## config.mk

```make
export PLATFORM = sky130hd
export DESIGN_NAME = fp64_division
export DESIGN_NICKNAME = d
export VERILOG_FILES = /design/src/rtl/fp64_pkg.sv /design/src/rtl/mant_div_radix2.sv /design/src/rtl/fp64_division.sv
export SDC_FILE = /design/constraint.sdc
export NUM_CORES = 1
export LEC_CHECK = 0
export CORE_MARGIN = 5
export CORE_UTILIZATION = 30
export DETAILED_ROUTE_END_ITERATION = 10
export GPL_TIMING_DRIVEN = 0
export PLACE_DENSITY = 0.55
export SYNTH_ARGS = -nofsm -noshare
export SYNTH_HDL_FRONTEND = slang
export SYNTH_SLANG_ARGS = --single-unit
```

## constraint.sdc

```tcl
create_clock -name clk -period 9.6 [get_ports clk]
set_input_delay 1.92 -clock clk [delete_from_list [all_inputs] [get_ports clk]]
set_output_delay 1.92 -clock clk [all_outputs]
set_load 0.01 [all_outputs]
```

## src/rtl/fp64_pkg.sv

```systemverilog
// Shared FP64 field widths, constants and types used by the divide datapath.
package fp64_pkg;

    localparam int unsigned EXP_W    = 11;
    localparam int unsigned MANT_W   = 52;
    localparam int unsigned SIG_W    = MANT_W + 1;
    localparam int unsigned DIV_ITER = 55;
    localparam int unsigned CNT_W    = 6;
    localparam int unsigned EXPC_W   = 13;
    localparam int unsigned EXP_BIAS = 1023;
    localparam int unsigned EXP_MAX  = 2047;

    localparam logic [EXP_W-1:0]  EXP_SPECIAL = 11'h7FF;
    localparam logic [EXP_W-1:0]  EXP_ZERO    = 11'h000;
    localparam logic [MANT_W-1:0] FRAC_ZERO   = 52'd0;
    localparam logic [MANT_W-1:0] FRAC_QNAN   = {1'b1, 51'd0};

    typedef enum logic [1:0] {
        IDLE,
        DIV,
        FINISH
    } div_state_e;

    typedef struct packed {
        logic              sign;
        logic [EXP_W-1:0]  exp;
        logic [MANT_W-1:0] frac;
    } fp64_t;

    typedef struct packed {
        logic exception;
        logic overflow;
        logic underflow;
        logic div_by_zero;
    } fp_flags_t;

endpackage

```

## src/rtl/mant_div_radix2.sv

```systemverilog
// Radix-2 restoring mantissa divider: one quotient bit per step, MSB first.
module mant_div_radix2
    import fp64_pkg::*;
(
    input  logic                clk,
    input  logic                reset_n,
    input  logic                load,
    input  logic                step,
    input  logic [SIG_W-1:0]    dividend,
    input  logic [SIG_W-1:0]    divisor,
    output logic [DIV_ITER-1:0] quotient,
    output logic                last
);

    localparam int unsigned REM_W = DIV_ITER;

    logic [REM_W-1:0] rem_q;
    logic [REM_W-1:0] rem_sub_c;
    logic [REM_W-1:0] rem_next_c;
    logic [SIG_W-1:0] divisor_q;
    logic [CNT_W-1:0] cnt_q;
    logic             ge_c;

    // Compare-subtract, then shift the partial remainder left
    always_comb begin
        ge_c       = rem_q >= REM_W'(divisor_q);
        rem_sub_c  = rem_q - REM_W'(divisor_q);
        rem_next_c = REM_W'({(ge_c ? rem_sub_c : rem_q), 1'b0});
    end

    // last is high while the counter sits at zero, i.e. during the final step
    always_ff @(posedge clk or negedge reset_n) begin
        if (!reset_n) begin
            rem_q     <= '0;
            divisor_q <= '0;
            quotient  <= '0;
            cnt_q     <= '0;
            last      <= 1'b0;
        end else if (load) begin
            rem_q     <= REM_W'(dividend);
            divisor_q <= divisor;
            quotient  <= '0;
            cnt_q     <= CNT_W'(DIV_ITER - 1);
            last      <= 1'b0;
        end else if (step) begin
            rem_q     <= rem_next_c;
            quotient  <= {quotient[DIV_ITER-2:0], ge_c};
            cnt_q     <= cnt_q - CNT_W'(1);
            last      <= (cnt_q == CNT_W'(1));
        end
    end

endmodule

```

## src/rtl/fp64_division.sv

```systemverilog
// Sequential FP64 divider with start/done handshake; special operands resolve in one cycle.
module fp64_division
    import fp64_pkg::*;
(
    input  logic        clk,
    input  logic        reset_n,
    input  logic        start,
    input  logic [63:0] a_operand,
    input  logic [63:0] b_operand,
    output logic        busy,
    output logic        done,
    output logic [63:0] result,
    output logic        Exception,
    output logic        Overflow,
    output logic        Underflow,
    output logic        DivByZero
);

    div_state_e state_q, state_d;
    logic       busy_d, done_d, load_c, step_c, fin_c, capture_c;

    fp64_t      a_c, b_c;
    logic       sign_c, special_c;
    fp64_t      spec_res_c;
    fp_flags_t  spec_flags_c;

    logic             sign_q, spec_q;
    logic [EXP_W-1:0] ea_q, eb_q;
    fp64_t            spec_res_q;
    fp_flags_t        spec_flags_q;

    logic [DIV_ITER-1:0]      quot;
    logic                     last;
    logic                     q_top_c, carry_c;
    logic [SIG_W-1:0]         mant_rnd_c;
    logic signed [EXPC_W-1:0] exp_c;
    fp64_t                    norm_res_c, fin_res_c;
    fp_flags_t                norm_flags_c, fin_flags_c;

    assign a_c = fp64_t'(a_operand);
    assign b_c = fp64_t'(b_operand);

    // Special-operand decode, highest priority first
    always_comb begin
        sign_c       = a_c.sign ^ b_c.sign;
        special_c    = 1'b1;
        spec_res_c   = '0;
        spec_flags_c = '0;
        if (a_c.exp == EXP_SPECIAL || b_c.exp == EXP_SPECIAL) begin
            spec_flags_c.exception = 1'b1;
        end else if (b_c.exp == EXP_ZERO) begin
            spec_flags_c.div_by_zero = 1'b1;
            spec_res_c = '{sign: sign_c, exp: EXP_SPECIAL, frac: FRAC_ZERO};
        end else if (a_c.exp == EXP_ZERO) begin
            spec_res_c.sign = sign_c;
        end else begin
            special_c = 1'b0;
        end
    end

    always_ff @(posedge clk or negedge reset_n) begin
        if (!reset_n) state_q <= IDLE;
        else          state_q <= state_d;
    end

    always_comb begin
        state_d   = state_q;
        busy_d    = busy;
        done_d    = 1'b0;
        load_c    = 1'b0;
        step_c    = 1'b0;
        fin_c     = 1'b0;
        capture_c = 1'b0;
        case (state_q)
            IDLE: begin
                if (start) begin
                    capture_c = 1'b1;
                    busy_d    = 1'b1;
                    if (special_c) begin
                        state_d = FINISH;
                    end else begin
                        load_c  = 1'b1;
                        state_d = DIV;
                    end
                end
            end
            DIV: begin
                step_c = 1'b1;
                if (last) state_d = FINISH;
            end
            FINISH: begin
                fin_c   = 1'b1;
                done_d  = 1'b1;
                busy_d  = 1'b0;
                state_d = IDLE;
            end
            default: state_d = IDLE;
        endcase
    end

    always_ff @(posedge clk or negedge reset_n) begin
        if (!reset_n) begin
            sign_q       <= 1'b0;
            spec_q       <= 1'b0;
            ea_q         <= '0;
            eb_q         <= '0;
            spec_res_q   <= '0;
            spec_flags_q <= '0;
        end else if (capture_c) begin
            sign_q       <= sign_c;
            spec_q       <= special_c;
            ea_q         <= a_c.exp;
            eb_q         <= b_c.exp;
            spec_res_q   <= spec_res_c;
            spec_flags_q <= spec_flags_c;
        end
    end

    mant_div_radix2 u_mant_div (
        .clk      (clk),
        .reset_n  (reset_n),
        .load     (load_c),
        .step     (step_c),
        .dividend ({1'b1, a_c.frac}),
        .divisor  ({1'b1, b_c.frac}),
        .quotient (quot),
        .last     (last)
    );

    // Normalise on the quotient MSB, round half-up, then range-check the exponent
    always_comb begin
        q_top_c    = quot[DIV_ITER-1];
        mant_rnd_c = q_top_c ? ({1'b0, quot[53:2]} + SIG_W'(quot[1]))
                             : ({1'b0, quot[52:1]} + SIG_W'(quot[0]));
        carry_c    = mant_rnd_c[MANT_W];
        exp_c      = $signed(EXPC_W'(ea_q) - EXPC_W'(eb_q) + EXPC_W'(EXP_BIAS)
                             - EXPC_W'(!q_top_c) + EXPC_W'(carry_c));
        norm_flags_c = '0;
        norm_res_c   = '{sign: sign_q, exp: exp_c[EXP_W-1:0], frac: mant_rnd_c[MANT_W-1:0]};
        if (exp_c >= $signed(EXPC_W'(EXP_MAX))) begin
            norm_flags_c.overflow = 1'b1;
            norm_res_c = '{sign: sign_q, exp: EXP_SPECIAL, frac: FRAC_ZERO};
        end else if (exp_c <= $signed(EXPC_W'(0))) begin
            norm_flags_c.underflow = 1'b1;
            norm_res_c = '{sign: sign_q, exp: EXP_ZERO, frac: FRAC_ZERO};
        end
        fin_res_c   = spec_q ? spec_res_q   : norm_res_c;
        fin_flags_c = spec_q ? spec_flags_q : norm_flags_c;
    end

    always_ff @(posedge clk or negedge reset_n) begin
        if (!reset_n) begin
            busy      <= 1'b0;
            done      <= 1'b0;
            result    <= '0;
            Exception <= 1'b0;
            Overflow  <= 1'b0;
            Underflow <= 1'b0;
            DivByZero <= 1'b0;
        end else begin
            busy <= busy_d;
            done <= done_d;
            if (fin_c) begin
                result    <= fin_res_c;
                Exception <= fin_flags_c.exception;
                Overflow  <= fin_flags_c.overflow;
                Underflow <= fin_flags_c.underflow;
                DivByZero <= fin_flags_c.div_by_zero;
            end
        end
    end

endmodule

```

==> results of run 1 <==
[path summary, 6_finish.rpt]
path,startpoint,endpoint,cells past startpoint
setup / recovery,u_mant_div.quotient[9]$_DFFE_PN0P_,result[47]$_DFFE_PN0P_,28
min in group asynchronous,reset_n,result[57]$_DFFE_PN0P_,1
setup reg to reg,u_mant_div.quotient[9]$_DFFE_PN0P_,result[47]$_DFFE_PN0P_,28
max in group asynchronous,reset_n,u_mant_div.rem_q[11]$_DFFE_PN0P_,2
hold / removal,u_mant_div.divisor_q[52]$_DFFE_PN0P_,u_mant_div.divisor_q[52]$_DFFE_PN0P_,2
hold reg to reg,u_mant_div.divisor_q[52]$_DFFE_PN0P_,u_mant_div.divisor_q[52]$_DFFE_PN0P_,2
[power by group through the flow]
stage	clock network, mW	logic (mW)	registers, mW
6_report	1.25	6.06	1.86
5_1_grt	1.33	6.79	1.91
4_1_cts	1.29	6.05	1.86
3_5_place_dp	0	6.01	1.88
3_3_place_gp	0	5.90	1.87
2_1_floorplan	0	4.56	1.79
[metal layers]
metal | track usage (%) | vias up
met1 | 24.2 | 7830
met2 | 31.1 | 431
met3 | 2.49 | 69
met4 | 4.83 | 0
li1 | - | 7857
met5 | 0 | -
[cells by family after synthesis]
logic type	synth area share, %
mux	0.894
buf+inv	5.29
fa+ha+maj	6.04
flops	38.8
xor+xnor	7.92
compound gates	22.2
simple gates	18.8
[cell type report]
cell class                 instances  area share (%)
buffer                           130            2.46
clock buffer                      45            4.35
clock inverter                    10           0.584
inverter                         104            1.82
multi-input combinational       1606            45.3
sequential                       269            31.4
tap                              765            4.46
timing repair buffer             202            9.62
[per-stage QoR]
stage / TNS [ps] / worst slack, ps / hold WS (ps) / instance area (um2)
detailed placement: 0 / 2890 / 460 / 20400
CTS: 0 / 2850 / 459 / 21400
finish: 0 / 2880 / 449 / 21400
floorplan: 0 / 4590 / 418 / 17400
global route: 0 / 2450 / 498 / 21400
global placement: -1369900 / -5130 / 434 / 20300
[cell usage after synthesis (all sizes together), types with 3 or more instances]
library cell	instances	area, um2
nor4	13	81.3
inv	104	390
mux2i	11	110
a221oi	4	35.0
clkbuf	101	379
nor2	162	608
a21oi	146	731
o21a	11	82.6
xnor2	79	699
nand3	53	265
and3	20	125
or3	10	62.6
nand2	355	1330
nor3	33	170
o41ai	3	26.3
or2	7	43.8
o21bai	13	97.6
a32o	3	30.0
nand4	39	244
o22a	4	35.0
a31oi	16	100
a311oi	4	35.0
mux2	4	45.0
xor2	77	674
ha	79	988
o31ai	16	125
o21ai	215	1080
a221o	12	120
a211oi	10	75.1
o211ai	7	66.3
a22o	57	499
buf	29	149
nor3b	3	22.5
nand2b	15	93.8
nand3b	3	22.5
and2	7	43.8
a2111oi	5	68.8
a22oi	28	210
dfrtp	269	6730
o22ai	13	81.3
fa	3	60.1
a21o	29	218
nor2b	14	87.6
and4	4	35.0
[worst register-to-register path, delay by kind of cell, from the launching register on]
| family | cells | cell delay, ps |
|---|---|---|
| DFF | 1 | 320 |
| and+or+nand+nor | 10 | 2670 |
| buffers and inverters | 4 | 760 |
| adders and majority gates | 3 | 770 |
| xor gates and xnor gates | 1 | 200 |
| AOI/OAI and AO/OA | 10 | 1980 |
[flip-flops by register name (all words and copies together) (netlist names), 6 cells and up]
name and count:
result 64, u_mant_div.quotient 55, ea_q 11, u_mant_div.rem_q 55, eb_q 11, u_mant_div.divisor_q 53
u_mant_div.cnt_q 6
==> impl_metrics.tcl, run 1 <==
set metrics [dict create \
    outcome "completed" \
    criticalPathCategory "flip-flop to flip-flop" \
    max_stage_delay_ps 480 \
    viasPerCell 5.17 \
    wl_per_cell_um 18.9 \
    irDropWorstVdd_uv 201 \
    grt_pass1_wl_mm 92.0 \
    grt_max_degree 108 \
    drv_slew 0 \
    fin_skew_ps 17.2 \
    floorplan.initialDensity_pct 30.2 \
    die_w_um 251 \
    cts_setup_buffers 0 \
    tritoncts "yes" \
    dieArea_um2 62800 \
    tightest_slew_ps 1110 \
    drive_gt1_share_pct 3.80 \
    clk-insertion-delay-late_ps 550 \
    dpl.cell_count 3076 \
    syn2layout_area_growth_pct 23.5 \
    period_needed_ps 6720 \
    wl_met2_mm 28.4 \
    multi_input_area_um2 9710 \
    p_per_area_nw_per_um2 428 \
    clockRootBuffer "clkbuf_16" \
    sequentialPowerShare_pct 20.3 \
    fin_cells 3131 \
    post_cts_resized 0 \
    reg2reg_slack_ps 2880 \
    hp-class "flip-flop to flip-flop" \
    place_congestion 0.879 \
    cts.path.max_buffers 3 \
    grt_overflow_total 0 \
    hpwl_mm 45.3 \
    num_rows 88 \
    first_iter_violations 1234 \
    final_cell_mix "nand2_1 (355), dfrtp_1 (269), o21ai_0 (215)" \
    dr.pass1.iters 5 \
    cp-start-kind "flip-flop" \
    numCtsBuffers 34 \
    p_comb_share_pct 66.1 \
    ys_warn_count 0 \
    cp_max_fo 10 \
    p_leak_nw 8.89 \
    critPathBufInv 4 \
    ys_types 68 \
    fmax_ghz 0.149 \
    grt_antenna_before_repair 0 \
    syn_inst 2109 \
    cap_violations 0 \
    io_pins 201 \
    avgSynthCellArea_um2 8.23 \
    synth_seq_cells 269 \
    grt_usage_pct 18.1 \
    internal_power_mw 4.69 \
    via_count 16200 \
    cts_hold_buf 0 \
    rsz0062_at_grt "no" \
    nFillCells 5959 \
    drt-total-wl_mm 59.0 \
    maxSlewHeadroom_pct 25.5 \
    first_global_vias 16100 \
    arrival_ps 7210 \
    synth_flop_cell "dfrtp_1" \
    antenna_cells 0 \
    io_buffers 200 \
    p_sw_mw 4.48 \
    met3_length_mm 2.57 \
    sw_frac_of_total_pct 48.8 \
    period_share_pct 70.0 \
    ys_seq_area_share_pct 38.8 \
    synth_nets 2322 \
    core_area_um2 57500 \
    die_h_um 251 \
    path_delay_family "simple AND/OR/NAND/NOR gates" \
    clkSlewWorstSetupHoldPaths_ps 60 \
    power.share.clock_pct 13.6 \
    routed.top_layer "met4" \
    clkSinkCount 269 \
    drt-met1-wl_mm 26.7 \
    detail-route-antenna-nets 0 \
    syn-cell-area_um2 17400 \
    cp_slowest_cell "nor2_1" \
    fin_nets 2560 \
    cp.required_ps 10090 \
    finalPower_mw 9.17 \
    htree_levels 2 \
    async_flop_share_pct 100 \
    drc 0 \
    seq_area_um2 6730 \
    critPathCaptureType "flip-flop" \
    hold_violations 0 \
    setup_viol 0 \
    final_common_cell "nand2_1" \
    final_core_util_pct 37.3 \
    synth-edff-count 0 \
]
No activity file was read; power rests on OpenSTA's default activity.
==> inputs of run 2 (changes only) <==
clock period = 6.5 ns   (was 9.6 ns; I/O delays follow)
==> run 2 against run 1 <==
Against the previous run:
- routed wire length grew 0.11%
- via count shrank 0.23%
- die area is the same
- non-clock buffer count decreased by 3
- utilization is 0.065 points higher
- total power rose by 48%
- first-iteration DRC count decreased by 8.2%
- critical path depth shrank 1
- worst setup slack worse by 2400 ps
- critical endpoint is now result[40]$_DFFE_PN0P_
==> impl_metrics.tcl, run 2 (synthesis results as in run 1) <==
set metrics [dict create \
    p_per_area_nw_per_um2 634 \
    post-route-cell-area_um2 21500 \
    regMostFlops "result" \
    clockRootBuffer "clkbuf_16" \
    rr_endpoint "result[40]$_DFFE_PN0P_" \
    hold_violations 0 \
    grt_overflow_total 0 \
    first_iter_violations 1133 \
    place_congestion 0.879 \
    largest_reg_flops 64 \
    grt_max_degree 108 \
    drc 0 \
    final_cell_mix "nand2_1 (355), dfrtp_1 (266), o21ai_0 (215)" \
    fin_nets 2557 \
    clkSinkCount 269 \
    fin_skew_ps 16.6 \
    max_stage_delay_ps 410 \
    reg_top3 "result: 64 flops, u_mant_div.quotient: 55 flops, u_mant_div.rem_q: 55 flops" \
    htree_levels 2 \
    critPathBufInv 4 \
    reg2reg_depth 27 \
    p_leak_nw 8.89 \
    hold_end "u_mant_div.divisor_q[52]$_DFFE_PN0P_" \
    irDropWorstVdd_uv 299 \
    seq_area_um2 6740 \
    first_global_vias 16100 \
    numCtsBuffers 34 \
    drive_gt1_share_pct 4.36 \
    die_w_um 251 \
    worst_slack_ps 437 \
    cp.required_ps 6980 \
    tritoncts "yes" \
    reg2reg_slack_ps 440 \
    drt-total-wl_mm 59.1 \
    cp_slowest_cell "fa_1" \
    grt_antenna_before_repair 0 \
    period_share_pct 93.3 \
    clk-insertion-delay-late_ps 550 \
    post_dp_cell_area_um2 20400 \
    multi_input_area_um2 9750 \
    criticalPathCategory "flip-flop to flip-flop" \
    grt_usage_pct 18.1 \
    setup_viol 0 \
    cts.path.max_buffers 3 \
    via_count 16100 \
    cap_violations 0 \
    maxSlewHeadroom_pct 24.7 \
    hold_depth 2 \
    drv_slew 0 \
    nFillCells 5953 \
    dieArea_um2 62800 \
    detail-route-antenna-nets 0 \
    critPathCaptureType "flip-flop" \
    floorplan.initialDensity_pct 30.2 \
    wl_per_cell_um 18.9 \
    place_ws_ps -213 \
    outcome "completed" \
    antenna_cells 0 \
    tightest_slew_ps 1120 \
    num_rows 88 \
    io_buffers 200 \
    hpwl_mm 45.3 \
    arrival_ps 6550 \
    cp_max_fo 10 \
    cp-start-kind "flip-flop" \
    cts_setup_buffers 0 \
    rsz0062_at_grt "no" \
    grt_pass1_wl_mm 92.1 \
    hp-class "flip-flop to flip-flop" \
    final_common_cell "nand2_1" \
    path_delay_family "simple AND/OR/NAND/NOR gates" \
    period_needed_ps 6060 \
    core_area_um2 57500 \
    timing.rr.start "u_mant_div.quotient[4]$_DFFE_PN0P_" \
    min_from "u_mant_div.divisor_q[52]$_DFFE_PN0P_" \
    fmax_ghz 0.165 \
    syn2layout_area_growth_pct 23.7 \
    dr.pass1.iters 5 \
    die_h_um 251 \
    viasPerCell 5.16 \
    clkSlewWorstSetupHoldPaths_ps 60 \
    io_pins 201 \
]
==> run 2: changes by cell type in the layout (fill, tap and decap cells not counted), sizes merged <==
cell	before	now
clkbuf	146	143
==> run 2: repair_timing <==
item | 4_1_cts | 5_1_grt
resized for setup | 3 | 15
endpoints found under the hold margin | 0 | 0
hold buffers | 0 | 0
setup endpoints to repair | 60 | 63
==> run 2: layer usage <==
layer  GRT usage (%)  vias to the layer above  wire [um]
li1                -                     7864          -
met1            24.2                     7809      26800
met2            31.1                      405      28400
met3            2.49                       71       2550
met4            4.83                        0       1410
met5               0                        -          0
==> run 2: final cells by class <==
type | instances | area share, %
Clock inverter | 10 | 0.583
Multi-Input combinational cell | 1606 | 45.4
Clock buffer | 45 | 4.34
Timing Repair Buffer | 202 | 9.60
Tap cell | 765 | 4.46
Inverter | 104 | 1.82
Buffer | 127 | 2.42
Sequential cell | 269 | 31.4
==> run 2: worst max-delay path by stage <==
stage	start	to	depth (start not counted)
2_1_floorplan	u_mant_div.quotient[26]$_DFFE_PN0P_	result[53]$_DFFE_PN0P_	26
3_3_place_gp	reset_n	u_mant_div.divisor_q[11]$_DFFE_PN0P_	1
3_5_place_dp	u_mant_div.quotient[9]$_DFFE_PN0P_	result[47]$_DFFE_PN0P_	28
4_1_cts	u_mant_div.quotient[26]$_DFFE_PN0P_	result[56]$_DFFE_PN0P_	26
5_1_grt	u_mant_div.quotient[4]$_DFFE_PN0P_	result[39]$_DFFE_PN0P_	28
6_report	u_mant_div.quotient[4]$_DFFE_PN0P_	result[40]$_DFFE_PN0P_	27
==> run 2: where the power goes <==
part	switching [mW]	internal, mW
Sequential	0.452	2.32
Combinational	5.45	3.54
Clock	0.758	1.09
Total	6.66	6.95
==> run 2: through the flow <==
step	power (mW)	hold slack (ps)	std cells	utilization (%)	TNS (ps)
3_5_place_dp	11.6	460	3076	35.5	-7240
5_1_grt	14.9	498	3128	37.4	0
6_report	13.6	449	3128	37.4	0
4_1_cts	13.6	459	3131	37.3	0
3_3_place_gp	11.5	434	3074	35.3	-2037920
2_1_floorplan	9.39	418	2109	-	0
==> run 2: worst reg2reg max path, cell delays in order, from the launching register on <==
cell      delay (ps)
dfrtp_1          320
buf_2            190
and2_1           210
and3_1           220
nand3_1          330
nor3_2           290
nand3_1          240
nor2_2           320
nand2_1           80
o21ai_0          370
ha_1             230
inv_1             70
o31ai_1          210
ha_1             340
inv_1             70
fa_1             410
nor2b_1          130
o21a_1           130
o21ai_0          100
nand2_1          110
a21o_1           260
a21boi_0         120
o22ai_1          210
xnor2_1          140
a21o_1           230
nor2_4           230
buf_2            290
a22o_1           170
==> inputs of run 3 (changes only) <==
--- a/config.mk
+++ b/config.mk
@@ -7,8 +7,9 @@
 export LEC_CHECK = 0
 export CORE_MARGIN = 5
-export CORE_UTILIZATION = 30
+export CORE_UTILIZATION = 23
 export DETAILED_ROUTE_END_ITERATION = 10
 export GPL_TIMING_DRIVEN = 0
-export PLACE_DENSITY = 0.55
+export PLACE_DENSITY = 0.47
+export REMOVE_ABC_BUFFERS = 1
 export SYNTH_ARGS = -nofsm -noshare
 export SYNTH_HDL_FRONTEND = slang
==> constraint.sdc (replaced) <==
create_clock -name clk -period 6.5 [get_ports clk]
set_input_delay 1.3 -clock clk [delete_from_list [all_inputs] [get_ports clk]]
set_output_delay 1.3 -clock clk [all_outputs]
set_load 0.005 [all_outputs]
==> run 3 against run 2 <==
Against the previous run:
- register-to-register slack better by 150 ps
- first-iteration DRC count decreased by 13%
- non-clock buffer count fell by 106
- routed wire length decreased by 5.6%
- critical endpoint is now result[12]$_DFFE_PN0P_
- clock power increased by 9.7%
- sequential share of layout area is 0.38 points lower
- cell area increased by 1.2%
- combinational power down 4.2%
- total power barely moved
- clock skew is 12 ps higher
==> impl_metrics.tcl, run 3 (synthesis results as in run 1) <==
set metrics [dict create \
    outcome "completed" \
    clkSlewWorstSetupHoldPaths_ps 60 \
    cts_hold_buf 0 \
    grt_antenna_before_repair 8 \
    cts.path.max_buffers 3 \
    core_area_um2 74700 \
    grt_usage_pct 13.4 \
    clkSinkCount 269 \
    io_buffers 200 \
    criticalPathCategory "flip-flop to flip-flop" \
    via_count 15700 \
    p_per_area_nw_per_um2 626 \
    drc 0 \
    final_common_cell "nand2_1" \
    post_dp_cell_area_um2 20500 \
    wl_per_cell_um 17.2 \
    cp-start-kind "flip-flop" \
    die_w_um 285 \
    drive_gt1_share_pct 5.03 \
    htree_levels 2 \
    dpl.cell_count 3168 \
    dr.pass1.iters 5 \
    hold_depth 2 \
    maxSlewHeadroom_pct 19.1 \
    fin_nets 2454 \
    irDropWorstVdd_uv 447 \
    grt_max_degree 108 \
    die_h_um 285 \
    period_share_pct 91.0 \
    clockRootBuffer "clkbuf_16" \
    finalSetupTns_ps 0 \
    cap_violations 0 \
    first_global_vias 16000 \
    numCtsBuffers 37 \
    largest_reg_flops 64 \
    grt_pass1_wl_mm 89.6 \
    post-route-cell-area_um2 21700 \
    hp-class "flip-flop to flip-flop" \
    rsz0062_at_grt "no" \
    cp.required_ps 6990 \
    final_cell_mix "nand2_1 (354), dfrtp_1 (268), o21ai_0 (215)" \
    period_needed_ps 5910 \
    floorplan.initialDensity_pct 23.2 \
    detail-route-antenna-nets 0 \
    drt-total-wl_mm 55.8 \
    drv_slew 0 \
    p_leak_nw 8.93 \
    regMostFlops "result" \
    tightest_slew_ps 1200 \
    setup_viol 0 \
    dieArea_um2 81100 \
    viasPerCell 4.84 \
    critPathCaptureType "flip-flop" \
    first_iter_violations 981 \
    fin_skew_ps 28.1 \
    hold_violations 0 \
    hpwl_mm 40.9 \
    fmax_ghz 0.169 \
    cp_max_fo 42 \
    num_rows 100 \
    arrival_ps 6400 \
    grt_overflow_total 0 \
    place_congestion 0.838 \
    io_pins 201 \
    reg2reg_depth 27 \
    tritoncts "yes" \
    clk-insertion-delay-late_ps 550 \
    fin_cells 3240 \
    reg_top3 "result: 64 flops, u_mant_div.quotient: 55 flops, u_mant_div.rem_q: 55 flops" \
    syn2layout_area_growth_pct 25.2 \
]
## run 3: cell count changes in the layout (fill, tap and decap cells not counted), moves of 4 or more
cell	previous run	this run
clkbuf_8	4	9
clkbuf_1	104	7
buf_1	11	0
buf_2	13	0
diode_2	0	4
buf_12	0	7
## run 3: stage by stage
step	utilization, %	hold slack (ps)	power [mW]	setup WS (ps)
3_3_place_gp	26.8	433	11.3	-15990
2_1_floorplan	-	418	9.26	-3910
3_5_place_dp	27.4	435	11.5	108
5_1_grt	29.1	479	15.0	75.6
4_1_cts	29.0	450	13.7	72.4
6_report	29.1	443	13.6	586
## run 3: final cells by class
type,count,area (um2)
fillers,7912,53000
multi-input cells,1606,9780
flip-flops and latches,269,6740
repair buffers,223,2410
well taps,969,1210
clock buffers,53,1080
inverters,104,390
clock inverters,12,126
diodes,4,10.0
## run 3: path summary, 6_finish.rpt
check | startpoint | end | slack, ps
setup reg to reg | u_mant_div.quotient[9]$_DFFE_PN0P_ | result[12]$_DFFE_PN0P_ | 590
min in group asynchronous | reset_n | u_mant_div.divisor_q[18]$_DFFE_PN0P_ | 690
hold / removal | u_mant_div.divisor_q[52]$_DFFE_PN0P_ | u_mant_div.divisor_q[52]$_DFFE_PN0P_ | 440
max in group asynchronous | reset_n | u_mant_div.quotient[54]$_DFFE_PN0P_ | 4310
hold reg to reg | u_mant_div.divisor_q[52]$_DFFE_PN0P_ | u_mant_div.divisor_q[52]$_DFFE_PN0P_ | 440
setup / recovery | u_mant_div.quotient[9]$_DFFE_PN0P_ | result[12]$_DFFE_PN0P_ | 590
## run 3: power breakdown
group / leakage (nW) / internal, mW / switching (mW)
Combinational: 4.92 / 3.55 / 5.06
Clock: 0.590 / 1.23 / 0.803
Sequential: 3.43 / 2.32 / 0.649
Total: 8.93 / 7.10 / 6.51
## run 3: per-layer routing
layer | routed length, um | GRT usage, % | share of wire [%]
met5 | 27 | 0 | 0.048
met4 | 1520 | 3.79 | 2.7
met3 | 2940 | 2.59 | 5.3
met2 | 26600 | 22.8 | 48
met1 | 24700 | 17.4 | 44
## run 3: what timing repair did
| action | CTS | global route |
|---|---|---|
| endpoints found under the setup margin | 0 | 62 |
| resized for setup | 0 | 5 |
| hold endpoints to repair | 0 | 0 |
| setup buffers | 0 | 3 |
## run 3: worst max-delay path: stages, from the launching register on
cell and delay [ps]:
dfrtp_1 490, nand3_1 210, nor2_2 240, nand3_1 260, nor2_2 300, nand2_1 170
or2_2 350, nand2b_1 270, o21ai_0 190, o21ai_0 110, ha_1 230, inv_1 50
o31ai_1 70, ha_1 270, inv_1 80, fa_1 200, nor2b_1 60, o21a_1 180
o21ai_0 250, nand2_1 90, a21o_1 270, a21boi_0 200, o22ai_1 100, xnor2_1 200
a21o_1 230, nor2_4 330, buf_12 260, a32o_1 190
